==> config.mk <==
export PLATFORM = sky130hd
export DESIGN_NAME = mpu_alu_sched
export DESIGN_NICKNAME = d
export VERILOG_FILES = /design/src/rtl/mpu_alu_sched_pkg.sv /design/src/rtl/mpu_rr_arb.sv /design/src/rtl/mpu_alu_sched.sv
export SDC_FILE = /design/constraint.sdc
export NUM_CORES = 1
export LEC_CHECK = 0
export ABC_CLOCK_PERIOD_IN_PS = 3750
export CELL_PAD_IN_SITES_DETAIL_PLACEMENT = 1
export CELL_PAD_IN_SITES_GLOBAL_PLACEMENT = 2
export CORE_AREA = 2 2 373 375
export CTS_BUF_LIST = sky130_fd_sc_hd__clkbuf_2 sky130_fd_sc_hd__clkbuf_4 sky130_fd_sc_hd__clkbuf_8
export DETAILED_ROUTE_END_ITERATION = 16
export DIE_AREA = 0 0 375 377
export PLACE_DENSITY = 0.59
export SYNTH_ARGS = -nofsm -noshare
export SYNTH_HDL_FRONTEND = slang
export SYNTH_SLANG_ARGS = --single-unit
==> constraint.sdc <==
create_clock -name sys_clk -period 3.75 [get_ports sys_clk]
set_input_delay 0.9375 -clock sys_clk [delete_from_list [all_inputs] [get_ports sys_clk]]
set_output_delay 0.9375 -clock sys_clk [all_outputs]
set_load 0.01 [all_outputs]
==> src/rtl/mpu_alu_sched_pkg.sv <==
// Shared types and constants for the MPU ALU scheduler.
package mpu_alu_sched_pkg;

   localparam int unsigned OP_W   = 4;
   localparam int unsigned SIZE_W = 2;
   localparam int unsigned OPND_W = 64;
   localparam int unsigned SEL_W  = 3;
   localparam int unsigned NOPND  = 4;
   localparam int unsigned NSEL   = 5;

   localparam logic [OP_W-1:0] MPU_OP_NONE = 4'h0;
   localparam logic [OP_W-1:0] MPU_OP_MASK = 4'h1;
   localparam logic [OP_W-1:0] MPU_OP_CMP  = 4'h2;
   localparam logic [OP_W-1:0] MPU_OP_LT   = 4'h3;
   localparam logic [OP_W-1:0] MPU_OP_ADD  = 4'h4;
   localparam logic [OP_W-1:0] MPU_OP_HAMM = 4'h5;

   typedef enum logic [1:0] {
      MPU_SCHED_IDLE = 2'd0,
      MPU_SCHED_EXEC = 2'd1,
      MPU_SCHED_RESP = 2'd2
   } sched_state_e;

   // One ALU operation as latched from a requester.
   typedef struct packed {
      logic [OP_W-1:0]   op;
      logic [SIZE_W-1:0] size;
      logic [OPND_W-1:0] o0;
      logic [OPND_W-1:0] o1;
      logic [OPND_W-1:0] o2;
      logic [OPND_W-1:0] o3;
      logic [SEL_W-1:0]  s0;
      logic [SEL_W-1:0]  s1;
      logic [SEL_W-1:0]  s2;
      logic [SEL_W-1:0]  s3;
      logic [SEL_W-1:0]  sres;
   } alu_req_t;

   // True for op codes the ALU implements.
   function automatic logic op_legal(input logic [OP_W-1:0] op);
      return (op == MPU_OP_NONE) || (op == MPU_OP_MASK) || (op == MPU_OP_CMP) ||
             (op == MPU_OP_LT)   || (op == MPU_OP_ADD)  || (op == MPU_OP_HAMM);
   endfunction

endpackage

==> src/rtl/mpu_rr_arb.sv <==
// Combinational round-robin picker: first requester at or after ptr, wrapping mod NREQ.
module mpu_rr_arb #(
   parameter int unsigned NREQ = 2,
   parameter int unsigned IW   = 1
) (
   input  logic [NREQ-1:0] req,
   input  logic [IW-1:0]   ptr,
   output logic [NREQ-1:0] gnt,
   output logic [IW-1:0]   gnt_idx,
   output logic            any
);

   localparam int unsigned SW = IW + 1;

   logic [SW-1:0] pos;

   // Walk positions ptr, ptr+1, ... and take the first one with a request.
   always_comb begin
      gnt     = '0;
      gnt_idx = '0;
      any     = 1'b0;
      pos     = '0;
      for (int unsigned j = 0; j < NREQ; j++) begin
         pos = SW'(ptr) + SW'(j);
         if (pos >= SW'(NREQ)) pos = pos - SW'(NREQ);
         for (int unsigned i = 0; i < NREQ; i++) begin
            if (!any && req[i] && (pos == SW'(i))) begin
               any     = 1'b1;
               gnt_idx = IW'(i);
            end
         end
      end
      for (int unsigned i = 0; i < NREQ; i++) begin
         gnt[i] = any && (gnt_idx == IW'(i));
      end
   end

endmodule

==> src/rtl/mpu_alu_sched.sv <==
// Round-robin scheduler sharing one external mpu_alu between NREQ requesters.
module mpu_alu_sched
   import mpu_alu_sched_pkg::*;
#(
   parameter int unsigned NREQ = 2
) (
   input  logic                      sys_clk,
   input  logic                      sys_rst_n,
   input  logic [NREQ-1:0]           req_valid,
   input  logic [OP_W*NREQ-1:0]      req_op,
   input  logic [SIZE_W*NREQ-1:0]    req_size,
   input  logic [OPND_W*NOPND*NREQ-1:0] req_o,
   input  logic [SEL_W*NSEL*NREQ-1:0] req_sel,
   output logic [NREQ-1:0]           req_ack,
   output logic [NREQ-1:0]           rsp_valid,
   input  logic [NREQ-1:0]           rsp_ready,
   output logic [OPND_W-1:0]         rsp_res,
   output logic                      rsp_err,
   output logic                      busy,
   output logic [OP_W-1:0]           alu_op,
   output logic [SIZE_W-1:0]         alu_size,
   output logic [OPND_W-1:0]         alu_o0,
   output logic [OPND_W-1:0]         alu_o1,
   output logic [OPND_W-1:0]         alu_o2,
   output logic [OPND_W-1:0]         alu_o3,
   output logic [SEL_W-1:0]          alu_s0,
   output logic [SEL_W-1:0]          alu_s1,
   output logic [SEL_W-1:0]          alu_s2,
   output logic [SEL_W-1:0]          alu_s3,
   output logic [SEL_W-1:0]          alu_sres,
   input  logic [OPND_W-1:0]         alu_res
);

   localparam int unsigned IW = (NREQ > 1) ? $clog2(NREQ) : 1;

   // Selector addresses a field beyond the 64b operand for this field size.
   function automatic logic sel_bad(input logic [SEL_W-1:0] sel, input logic [SIZE_W-1:0] size);
      return (sel >> (2'd3 - size)) != 3'd0;
   endfunction

   sched_state_e    state_q;
   logic [IW-1:0]   rr_q;
   logic [IW-1:0]   g_q;
   logic [NREQ-1:0] g_oh_q;
   logic            err_q;
   alu_req_t        alu_q;

   logic [NREQ-1:0] gnt;
   logic [IW-1:0]   gnt_idx;
   logic            gnt_any;
   alu_req_t        cand;
   logic            cand_err;
   logic [IW-1:0]   rr_next;
   logic            rsp_take;

   mpu_rr_arb #(
      .NREQ (NREQ),
      .IW   (IW)
   ) u_arb (
      .req     (req_valid),
      .ptr     (rr_q),
      .gnt     (gnt),
      .gnt_idx (gnt_idx),
      .any     (gnt_any)
   );

   // Select the granted requester's payload and judge its legality.
   always_comb begin
      cand = '0;
      for (int unsigned i = 0; i < NREQ; i++) begin
         if (gnt_idx == IW'(i)) begin
            cand.op   = req_op  [OP_W*i   +: OP_W];
            cand.size = req_size[SIZE_W*i +: SIZE_W];
            cand.o0   = req_o[OPND_W*(NOPND*i + 0) +: OPND_W];
            cand.o1   = req_o[OPND_W*(NOPND*i + 1) +: OPND_W];
            cand.o2   = req_o[OPND_W*(NOPND*i + 2) +: OPND_W];
            cand.o3   = req_o[OPND_W*(NOPND*i + 3) +: OPND_W];
            cand.s0   = req_sel[SEL_W*(NSEL*i + 0) +: SEL_W];
            cand.s1   = req_sel[SEL_W*(NSEL*i + 1) +: SEL_W];
            cand.s2   = req_sel[SEL_W*(NSEL*i + 2) +: SEL_W];
            cand.s3   = req_sel[SEL_W*(NSEL*i + 3) +: SEL_W];
            cand.sres = req_sel[SEL_W*(NSEL*i + 4) +: SEL_W];
         end
      end
      cand_err = !op_legal(cand.op) ||
                 sel_bad(cand.s0, cand.size) || sel_bad(cand.s1, cand.size) ||
                 sel_bad(cand.s2, cand.size) || sel_bad(cand.s3, cand.size) ||
                 sel_bad(cand.sres, cand.size);
   end

   // Pointer advance past the served requester and response handshake detect.
   always_comb begin
      rr_next  = (g_q == IW'(NREQ - 1)) ? '0 : g_q + IW'(1);
      rsp_take = |(rsp_ready & g_oh_q);
   end

   // Scheduler FSM: issue in IDLE, capture ALU result in EXEC, hold response in RESP.
   always_ff @(posedge sys_clk or negedge sys_rst_n) begin
      if (!sys_rst_n) begin
         state_q   <= MPU_SCHED_IDLE;
         rr_q      <= '0;
         g_q       <= '0;
         g_oh_q    <= '0;
         err_q     <= 1'b0;
         alu_q     <= '0;
         req_ack   <= '0;
         rsp_valid <= '0;
         rsp_res   <= '0;
         rsp_err   <= 1'b0;
         busy      <= 1'b0;
      end else begin
         req_ack <= '0;
         case (state_q)
            MPU_SCHED_IDLE: begin
               if (gnt_any) begin
                  alu_q   <= cand;
                  err_q   <= cand_err;
                  g_q     <= gnt_idx;
                  g_oh_q  <= gnt;
                  req_ack <= gnt;
                  busy    <= 1'b1;
                  state_q <= MPU_SCHED_EXEC;
               end
            end
            MPU_SCHED_EXEC: begin
               rsp_res   <= alu_res;
               rsp_err   <= err_q;
               rsp_valid <= g_oh_q;
               state_q   <= MPU_SCHED_RESP;
            end
            MPU_SCHED_RESP: begin
               if (rsp_take) begin
                  rsp_valid <= '0;
                  rr_q      <= rr_next;
                  busy      <= 1'b0;
                  state_q   <= MPU_SCHED_IDLE;
               end
            end
            default: begin
               busy    <= 1'b0;
               state_q <= MPU_SCHED_IDLE;
            end
         endcase
      end
   end

   assign alu_op   = alu_q.op;
   assign alu_size = alu_q.size;
   assign alu_o0   = alu_q.o0;
   assign alu_o1   = alu_q.o1;
   assign alu_o2   = alu_q.o2;
   assign alu_o3   = alu_q.o3;
   assign alu_s0   = alu_q.s0;
   assign alu_s1   = alu_q.s1;
   assign alu_s2   = alu_q.s2;
   assign alu_s3   = alu_q.s3;
   assign alu_sres = alu_q.sres;

endmodule

==> flow_summary.json, run 1 <==
{
  "status": "finished, final reports clean",
  "core_area_sq_mm": 0.137,
  "n_fill_cell": 15682,
  "seqPwrFrac_pct": 31.0,
  "path_buf_inv": 1,
  "grt_pass1_wl_mm": 133,
  "worst-path-max-fanout": 2,
  "insertion_delay_ps": 720,
  "port_buffers": 970,
  "async_flop_share_pct": 100,
  "synth_flop_cell": "dfrtp_1",
  "cts_buffer_depth": 3,
  "fin_crit_sh_pct": 78.0,
  "synthCells": 1331,
  "internal_power_w": 0.0139,
  "final_max_slew_viol_count": 0,
  "nNetsFinal": 2936,
  "route.detailed.drc": 0,
  "cts.htree.levels": 3,
  "root_buffer": "clkbuf_8",
  "cpMaxStageDelayCell": "clkdlybuf4s50_1",
  "multi_input_area_sq_mm": 0.00443,
  "wl_per_cell_um": 23.7,
  "routed_via_density": 3.67,
  "dieArea_sq_mm": 0.141,
  "cts_repair_resize_count": 0,
  "crit_type": "reg2out",
  "synthDistinctLibCells": 31,
  "hold_path_class": "in2async",
  "cts_hold_buf": 0,
  "fin_tns_setup_ps": 0,
  "p_leak_nw": 12.3,
  "grt-ovfl-total": 0,
  "yosysWarnings": 0,
  "worstPathArrival_ps": 1990,
  "synth_nets": 1955,
  "grt_pass1_vias": 16139,
  "place_congestion": 0.829,
  "yosysSeqAreaShare_pct": 59.9,
  "antenna_found_initial": 51,
  "synth_edf_count": 0,
  "maxCapViolations": 0,
  "syn_area_sq_mm": 0.0148,
  "finClkSkew_ps": 33.1,
  "drive_gt1_share_pct": 7.34,
  "die_x_um": 375,
  "crit_chain": "clkdlybuf4s50_1",
  "dpl.hpwl_mm": 79.2,
  "period_minus_slack_ps": 2920,
  "power_switching_w": 0.00853,
  "clk_pin_slew_ps": 60,
  "critical-path-top-delay-family": "buffers and inverters",
  "seqCellArea_sq_mm": 0.00886,
  "cts_buffers": 77,
  "layout_commonest_cell": "clkdlybuf4s50_1",
  "pin_count": 971,
  "post-cts-setup-buffers": 0,
  "fmax_mhz": 342,
  "clockPowerShare_pct": 20.3,
  "ir_drop_uv": 562,
  "cts_tree": "done",
  "relSlewSlack_pct": 40.1,
  "synth_area_per_cell_sq_um": 11.1,
  "dr.pass1.iters": 9,
  "vias": 15269,
  "end_kind": "output port",
  "cts.sinks": 354,
  "cp-start-kind": "register",
  "finalHoldViolCount": 0,
  "worst_pin_slew_ps": 899,
  "ant_nets": 0,
  "rsz0062_at_grt": "false",
  "final_core_util_pct": 20.5,
  "start_util_pct": 10.8,
  "totalWireLength_mm": 98.5,
  "die_h_um": 377,
  "std_cell_rows": 136,
  "grt_start_max_net_pins": 115,
  "grt_util_all_layers_pct": 13.5,
  "syn_to_final_growth_pct": 90.2,
  "ys_seq_elements": 354,
  "power_density_mw_per_mm2": 799,
  "drt-initial-drc-count": 1667,
  "swShare_pct": 38.0,
  "comb_power_share_pct": 48.7,
  "setup_viol": 0,
  "final_cell_mix": "clkdlybuf4s50_1 (969), dfrtp_1 (354), nand2_1 (264)",
  "critical-path-max-stage-delay_ps": 920,
  "cp.required_ps": 2810
}
[final timing paths]
check | endpoint | slack [ps] | depth (start not counted) | start
max | alu_o1[23] | 830 | 1 | alu_o1[23]
min reg2reg | rr_q | 450 | 1 | g_q
min in group sys_clk | rr_q | 450 | 1 | g_q
max in group asynchronous | alu_o3[35] | 2530 | 2 | sys_rst_n
min | alu_o0[11] | 270 | 1 | sys_rst_n
max reg2reg | alu_o2[32] | 1450 | 4 | state_q[0]
[logic make-up after synthesis]
| family | after synthesis | synth area share [%] |
|---|---|---|
| AOI/OAI and AO/OA | 301 | 17.6 |
| buffers and inverters | 322 | 10.4 |
| DFF | 354 | 59.9 |
| muxes | 67 | 4.54 |
| and+or+nand+nor | 287 | 7.55 |
[per-layer routing]
layer  up-vias  global-route usage [%]  part of all wire, %  routed length [um]
met5         -                       0                 0.10                 100
met3       179                    4.43                  8.0                7860
met1      7566                    16.6                   42               40900
met2       745                    22.5                   48               47300
li1       6765                       -                    -                   -
met4        14                    3.29                  2.3                2290
[cell type report]
type / count / share of cell area, %
Timing Repair Buffer: 1011 / 36.3
Sequential cell: 354 / 31.5
Multi-Input combinational cell: 655 / 15.7
Tap cell: 1794 / 7.98
Clock buffer: 114 / 5.09
Inverter: 213 / 2.84
Clock inverter: 9 / 0.472
Antenna cell: 9 / 0.0801
[power by group through the flow]
stage,Combinational [W],Clock [W],Sequential (W)
2_1_floorplan,0.00399,0,0.00761
3_3_place_gp,0.0111,0,0.00696
3_5_place_dp,0.0112,0,0.00700
4_1_cts,0.0112,0.00484,0.00697
5_1_grt,0.0119,0.00497,0.00721
6_report,0.0109,0.00457,0.00696
[registers in the layout, summed over array words and instances, names as in the netlist, 3 cells and up]
| signal | count |
|---|---|
| rsp_res | 64 |
| alu_sres | 3 |
| alu_s0 | 3 |
| alu_o0 | 64 |
| alu_s2 | 3 |
| alu_op | 4 |
| alu_o3 | 64 |
| alu_s1 | 3 |
| alu_o1 | 64 |
| alu_s3 | 3 |
| alu_o2 | 64 |
[Yosys cell counts, types with 3 or more instances]
cell type / number / area share, %
or4_1: 5 / 0.25
o21ai_0: 71 / 2.4
mux2i_1: 67 / 4.5
a222oi_1: 210 / 14
buf_2: 9 / 0.30
a21oi_1: 6 / 0.20
nor2_1: 10 / 0.25
o22ai_1: 3 / 0.13
inv_1: 212 / 5.4
buf_1: 7 / 0.18
clkbuf_1: 51 / 1.3
nand2_1: 265 / 6.7
dfrtp_1: 354 / 60
buf_6: 42 / 3.2
[stage by stage]
| step | instances | area (sq um) | total power [W] | worst slack, ps | hold slack (ps) |
|---|---|---|---|---|---|
| 3_5_place_dp | 4027 | 26500 | 0.0182 | 539 | 441 |
| 4_1_cts | 4150 | 28100 | 0.0230 | 497 | 164 |
| 5_1_grt | 4154 | 28100 | 0.0241 | 448 | 196 |
| 2_1_floorplan | 1331 | 14800 | 0.0116 | 1300 | 418 |
| 6_report | 4159 | 28100 | 0.0225 | 825 | 267 |
| 3_3_place_gp | 4027 | 26500 | 0.0180 | 580 | 438 |
(Power assumes the default switching activity.)
==> run 2, diff against run 1 <==
ABC_CLOCK_PERIOD_IN_PS = 2700   (was 3750)
CORE_AREA = 2 2 382 384   (was 2 2 373 375)
DIE_AREA = 0 0 384 386   (was 0 0 375 377)
PLACE_DENSITY = 0.57   (was 0.59)
clock period = 2.7 ns   (was 3.75 ns; I/O delays follow)
==> flow_summary.json, run 2 (synthesis results as in run 1) <==
{
  "end_kind": "output port",
  "maxCapViolations": 0,
  "dieArea_sq_mm": 0.148,
  "nNetsFinal": 2985,
  "relSlewSlack_pct": 45.3,
  "routed_via_density": 3.50,
  "whs_ps": 439,
  "dpl.hpwl_mm": 79.6,
  "swShare_pct": 38.1,
  "period_minus_slack_ps": 2490,
  "seqPwrFrac_pct": 29.9,
  "syn_to_final_growth_pct": 95.3,
  "grt_pass1_wl_mm": 131,
  "setup_viol": 0,
  "grt_pass1_vias": 16209,
  "final_max_slew_viol_count": 0,
  "worst_pin_slew_ps": 821,
  "n_fill_cell": 16628,
  "cts_buffers": 75,
  "finClkSkew_ps": 60.9,
  "die_h_um": 386,
  "cp-start-kind": "register",
  "path_buf_inv": 1,
  "ir_drop_uv": 438,
  "grt_util_all_layers_pct": 12.6,
  "ant_nets": 0,
  "power_density_mw_per_mm2": 1100,
  "cp.required_ps": 2030,
  "critical-path-max-stage-delay_ps": 720,
  "cpMaxStageDelayCell": "clkdlybuf4s50_1",
  "insertion_delay_ps": 740,
  "clockPowerShare_pct": 19.8,
  "finalHoldViolCount": 0,
  "root_buffer": "clkbuf_8",
  "grt_start_max_net_pins": 84,
  "drive_gt1_share_pct": 9.72,
  "port_buffers": 970,
  "wl_per_cell_um": 22.5,
  "fmax_mhz": 402,
  "p_leak_nw": 12.7,
  "power_switching_w": 0.0121,
  "final_cell_mix": "clkdlybuf4s50_1 (964), dfrtp_1 (354), nand2_1 (264)",
  "crit_type": "reg2out",
  "start_util_pct": 10.2,
  "cts_tree": "done",
  "cts.htree.levels": 3,
  "grt-ovfl-total": 0,
  "vias": 15179,
  "pin_count": 971,
  "fin_crit_sh_pct": 92.1,
  "totalWireLength_mm": 97.9,
  "status": "finished, final reports clean",
  "clk_pin_slew_ps": 60,
  "core_area_sq_mm": 0.145,
  "antenna_found_initial": 39,
  "p_total_w": 0.0319,
  "drt-initial-drc-count": 1291,
  "dr.pass1.iters": 9,
  "comb_power_share_pct": 50.3,
  "cts_buffer_depth": 3,
  "worstPathArrival_ps": 1810,
  "internal_power_w": 0.0197,
  "std_cell_rows": 140,
  "route.detailed.drc": 0,
  "die_x_um": 384,
  "crit_chain": "clkdlybuf4s50_1",
  "post-cts-setup-buffers": 0,
  "hold_path_class": "reg2reg",
  "cts.sinks": 354,
  "layout_commonest_cell": "clkdlybuf4s50_1",
  "worst-path-max-fanout": 2,
  "rsz0062_at_grt": "false",
  "critical-path-top-delay-family": "buffers and inverters",
  "place_congestion": 0.803
}
-- run 2: changes by cell type in the layout (fill, tap and decap cells not counted), moves of 2 or more --
cell	change
inv_6	-2
clkdlybuf4s50_1	-5
clkinv_2	+6
buf_4	+37
clkbuf_4	+4
dlygate4sd2_1	+3
buf_12	+15
inv_8	+3
bufinv_16	-2
-- run 2: area by class of cell --
cell class / instances / area (sq um) / area share [%]
Antenna cell: 9 / 22.5 / 0.0780
Multi-Input combinational cell: 655 / 4430 / 15.3
Clock inverter: 15 / 135 / 0.468
Inverter: 213 / 800 / 2.77
Sequential cell: 354 / 8860 / 30.7
Clock buffer: 118 / 1460 / 5.06
Timing Repair Buffer: 1062 / 10800 / 37.3
Tap cell: 1917 / 2400 / 8.31
-- run 2: path summary, 6_finish.rpt --
kind / end / depth (start not counted) / slack, ps / from
worst max-delay path: alu_o2[56] / 1 / 210 / alu_o2[56]
max in group asynchronous: alu_o0[34] / 3 / 1330 / sys_rst_n
worst max register to register: alu_o1[16] / 6 / 630 / state_q[1]
min in group asynchronous: alu_o0[52] / 2 / 540 / sys_rst_n
worst min-delay path: rr_q / 1 / 440 / g_q
worst min register to register: rr_q / 1 / 440 / g_q
-- run 2: per-layer routing --
metal / up-vias / track usage [%] / part of all wire [%]
met3: 172 / 4.76 / 8.5
li1: 6857 / - / -
met2: 687 / 21.8 / 49
met1: 7453 / 14.5 / 39
met4: 10 / 3.55 / 2.6
met5: - / 0 / 0.060
-- run 2: timing repair --
action | 4_1_cts | 5_1_grt
endpoints found under the hold margin | 23 | 0
setup endpoints to repair | 3 | 0
resized for setup | 3 | 0
hold buffers | 1 | 0
-- run 2: per-stage QoR --
| step | setup WS, ps | utilization, % | setup TNS (ps) | cells | area [sq um] |
|---|---|---|---|---|---|
| 2_1_floorplan | 509 | - | 0 | 1331 | 14800 |
| 3_3_place_gp | -302 | 18.8 | -302 | 4200 | 27200 |
| 3_5_place_dp | -275 | 18.8 | -287 | 4200 | 27200 |
| 6_report | 214 | 20.0 | 0 | 4343 | 28900 |
| 4_1_cts | 32.6 | 20.0 | 0 | 4334 | 28800 |
| 5_1_grt | 57.0 | 20.0 | 0 | 4338 | 28900 |
-- run 2: power groups by stage --
stage,logic [W],clock network [W],registers (W)
final,0.0160,0.00632,0.00953
after global routing,0.0174,0.00690,0.00986
after CTS,0.0164,0.00669,0.00955
after detailed placement,0.0164,0,0.00960
after global placement,0.0163,0,0.00954
after floorplan,0.00554,0,0.0106
==> run 3, diff against run 2 <==
PLACE_DENSITY = default   (was 0.57)
PLACE_DENSITY_LB_ADDON = 0.1   (was default)
SETUP_SLACK_MARGIN = 0.05   (was default)
==> flow_summary.json, run 3 (synthesis results as in run 1) <==
{
  "end_kind": "output port",
  "worstHoldStart": "g_q",
  "grt-ovfl-total": 0,
  "relSlewSlack_pct": 53.0,
  "worstPathArrival_ps": 1800,
  "ant_nets": 0,
  "whs_endpoint": "rr_q",
  "port_buffers": 970,
  "power_switching_w": 0.0124,
  "final_core_util_pct": 20.1,
  "cpMaxStageDelayCell": "clkdlybuf4s50_1",
  "critical-path-max-stage-delay_ps": 720,
  "swShare_pct": 37.9,
  "clockPowerShare_pct": 22.0,
  "p_leak_nw": 12.7,
  "crit_chain": "clkdlybuf4s50_1",
  "antenna_found_initial": 22,
  "dr.pass1.iters": 9,
  "cp.required_ps": 2030,
  "comb_power_share_pct": 48.7,
  "cts_buffers": 87,
  "finalHoldViolCount": 0,
  "r2r-end": "alu_o1[53]",
  "start_util_pct": 10.2,
  "syn_to_final_growth_pct": 96.1,
  "std_cell_rows": 140,
  "dpl_cell_area_sq_mm": 0.0271,
  "clk_pin_slew_ps": 50,
  "cts.sinks": 354,
  "n_fill_cell": 16531,
  "cts_buffer_depth": 3,
  "final_cell_mix": "clkdlybuf4s50_1 (968), dfrtp_1 (354), nand2_1 (264)",
  "r2r_slack_ps": 800,
  "place_congestion": 0.791,
  "final_max_slew_viol_count": 0,
  "worst-path-max-fanout": 2,
  "grt_util_all_layers_pct": 12.7,
  "route.detailed.drc": 0,
  "insertion_delay_ps": 750,
  "maxCapViolations": 0,
  "grt_pass1_wl_mm": 134,
  "grtUsageMet1_pct": 13.0,
  "design_area_sq_mm": 0.0290,
  "routed_via_density": 3.55,
  "grt_start_max_net_pins": 66,
  "dieArea_sq_mm": 0.148,
  "gr-usage-met3_pct": 5.40,
  "cts.htree.levels": 3,
  "global_route.usage.met2_pct": 23.1,
  "internal_power_w": 0.0203,
  "drt-initial-drc-count": 1309,
  "path_buf_inv": 1,
  "vias": 15390,
  "power_density_mw_per_mm2": 1130,
  "dpl.hpwl_mm": 77.0,
  "rsz0062_at_grt": "false",
  "fin_crit_sh_pct": 91.7,
  "seqPwrFrac_pct": 29.3,
  "seqCellArea_sq_mm": 0.00886,
  "drive_gt1_share_pct": 9.60,
  "die_x_um": 384,
  "layout_commonest_cell": "clkdlybuf4s50_1",
  "status": "finished, final reports clean",
  "setup_viol": 0,
  "pin_count": 971,
  "ir_drop_uv": 360,
  "grt_pass1_vias": 16859,
  "period_minus_slack_ps": 2480,
  "cp-start-kind": "register",
  "cts_tree": "done",
  "holdPathStages": 1,
  "grt_busiest_layer": "met2",
  "finClkSkew_ps": 43.0,
  "crit_type": "reg2out",
  "wl_per_cell_um": 22.7,
  "root_buffer": "clkbuf_8",
  "die_h_um": 386,
  "worst_pin_slew_ps": 704,
  "hold_path_class": "reg2reg",
  "nNetsFinal": 2978,
  "totalWireLength_mm": 98.7,
  "core_area_sq_mm": 0.145,
  "r2r_cells": 5,
  "critical-path-top-delay-family": "buffers and inverters",
  "fmax_mhz": 404,
  "r2r_start": "state_q[0]",
  "multi_input_area_sq_mm": 0.00442
}
-- run 3: worst max path at each step --
stage                            from         end  slack (ps)  cells past startpoint
after global routing       alu_o2[48]  alu_o2[48]          90                      1
after global placement    req_sel[19]       err_q        -180                      6
final                      alu_o2[59]  alu_o2[59]         220                      1
after floorplan           req_sel[19]       err_q         510                      5
after detailed placement  req_sel[19]       err_q         -90                      6
after CTS                  alu_o2[59]  alu_o2[59]          50                      1
-- run 3: per-layer routing --
metal | vias up | wire (um) | share of wire, %
met2 | 710 | 51100 | 52
met1 | 7646 | 34800 | 35
met4 | 28 | 2390 | 2.4
met3 | 149 | 10300 | 10
met5 | - | 171 | 0.17
li1 | 6857 | - | -
-- run 3: timing repair --
action,CTS,global route
hold buffers,1,0
buffers inserted,0,0
resized for setup,1,0
hold endpoints to repair,34,0
endpoints found under the setup margin,1,0
-- run 3: through the flow --
stage / TNS, ps / total power (W) / setup WS, ps / std cells / hold WS (ps)
after floorplan: 0 / 0.0161 / 509 / 1331 / 379
after global placement: -690 / 0.0260 / -179 / 4181 / 439
after detailed placement: -1270 / 0.0262 / -93.2 / 4181 / 440
after CTS: 0 / 0.0339 / 51.8 / 4333 / 306
after global routing: 0 / 0.0353 / 91.4 / 4338 / 363
final: 0 / 0.0328 / 224 / 4338 / 444
-- run 3: cell type report --
| cell class | instances | area share, % |
|---|---|---|
| tap | 1917 | 8.28 |
| antenna | 5 | 0.0432 |
| timing repair buffer | 1043 | 36.7 |
| multi-input combinational | 655 | 15.3 |
| clock inverter | 9 | 0.410 |
| sequential | 354 | 30.6 |
| clock buffer | 142 | 6.03 |
| inverter | 213 | 2.76 |
-- run 3: power groups by stage --
| stage | Clock, W | Combinational [W] | Sequential, W |
|---|---|---|---|
| floorplan | 0 | 0.00554 | 0.0106 |
| global placement | 0 | 0.0164 | 0.00959 |
| detailed placement | 0 | 0.0165 | 0.00969 |
| CTS | 0.00770 | 0.0166 | 0.00965 |
| global route | 0.00787 | 0.0175 | 0.00994 |
| finish | 0.00720 | 0.0160 | 0.00961 |
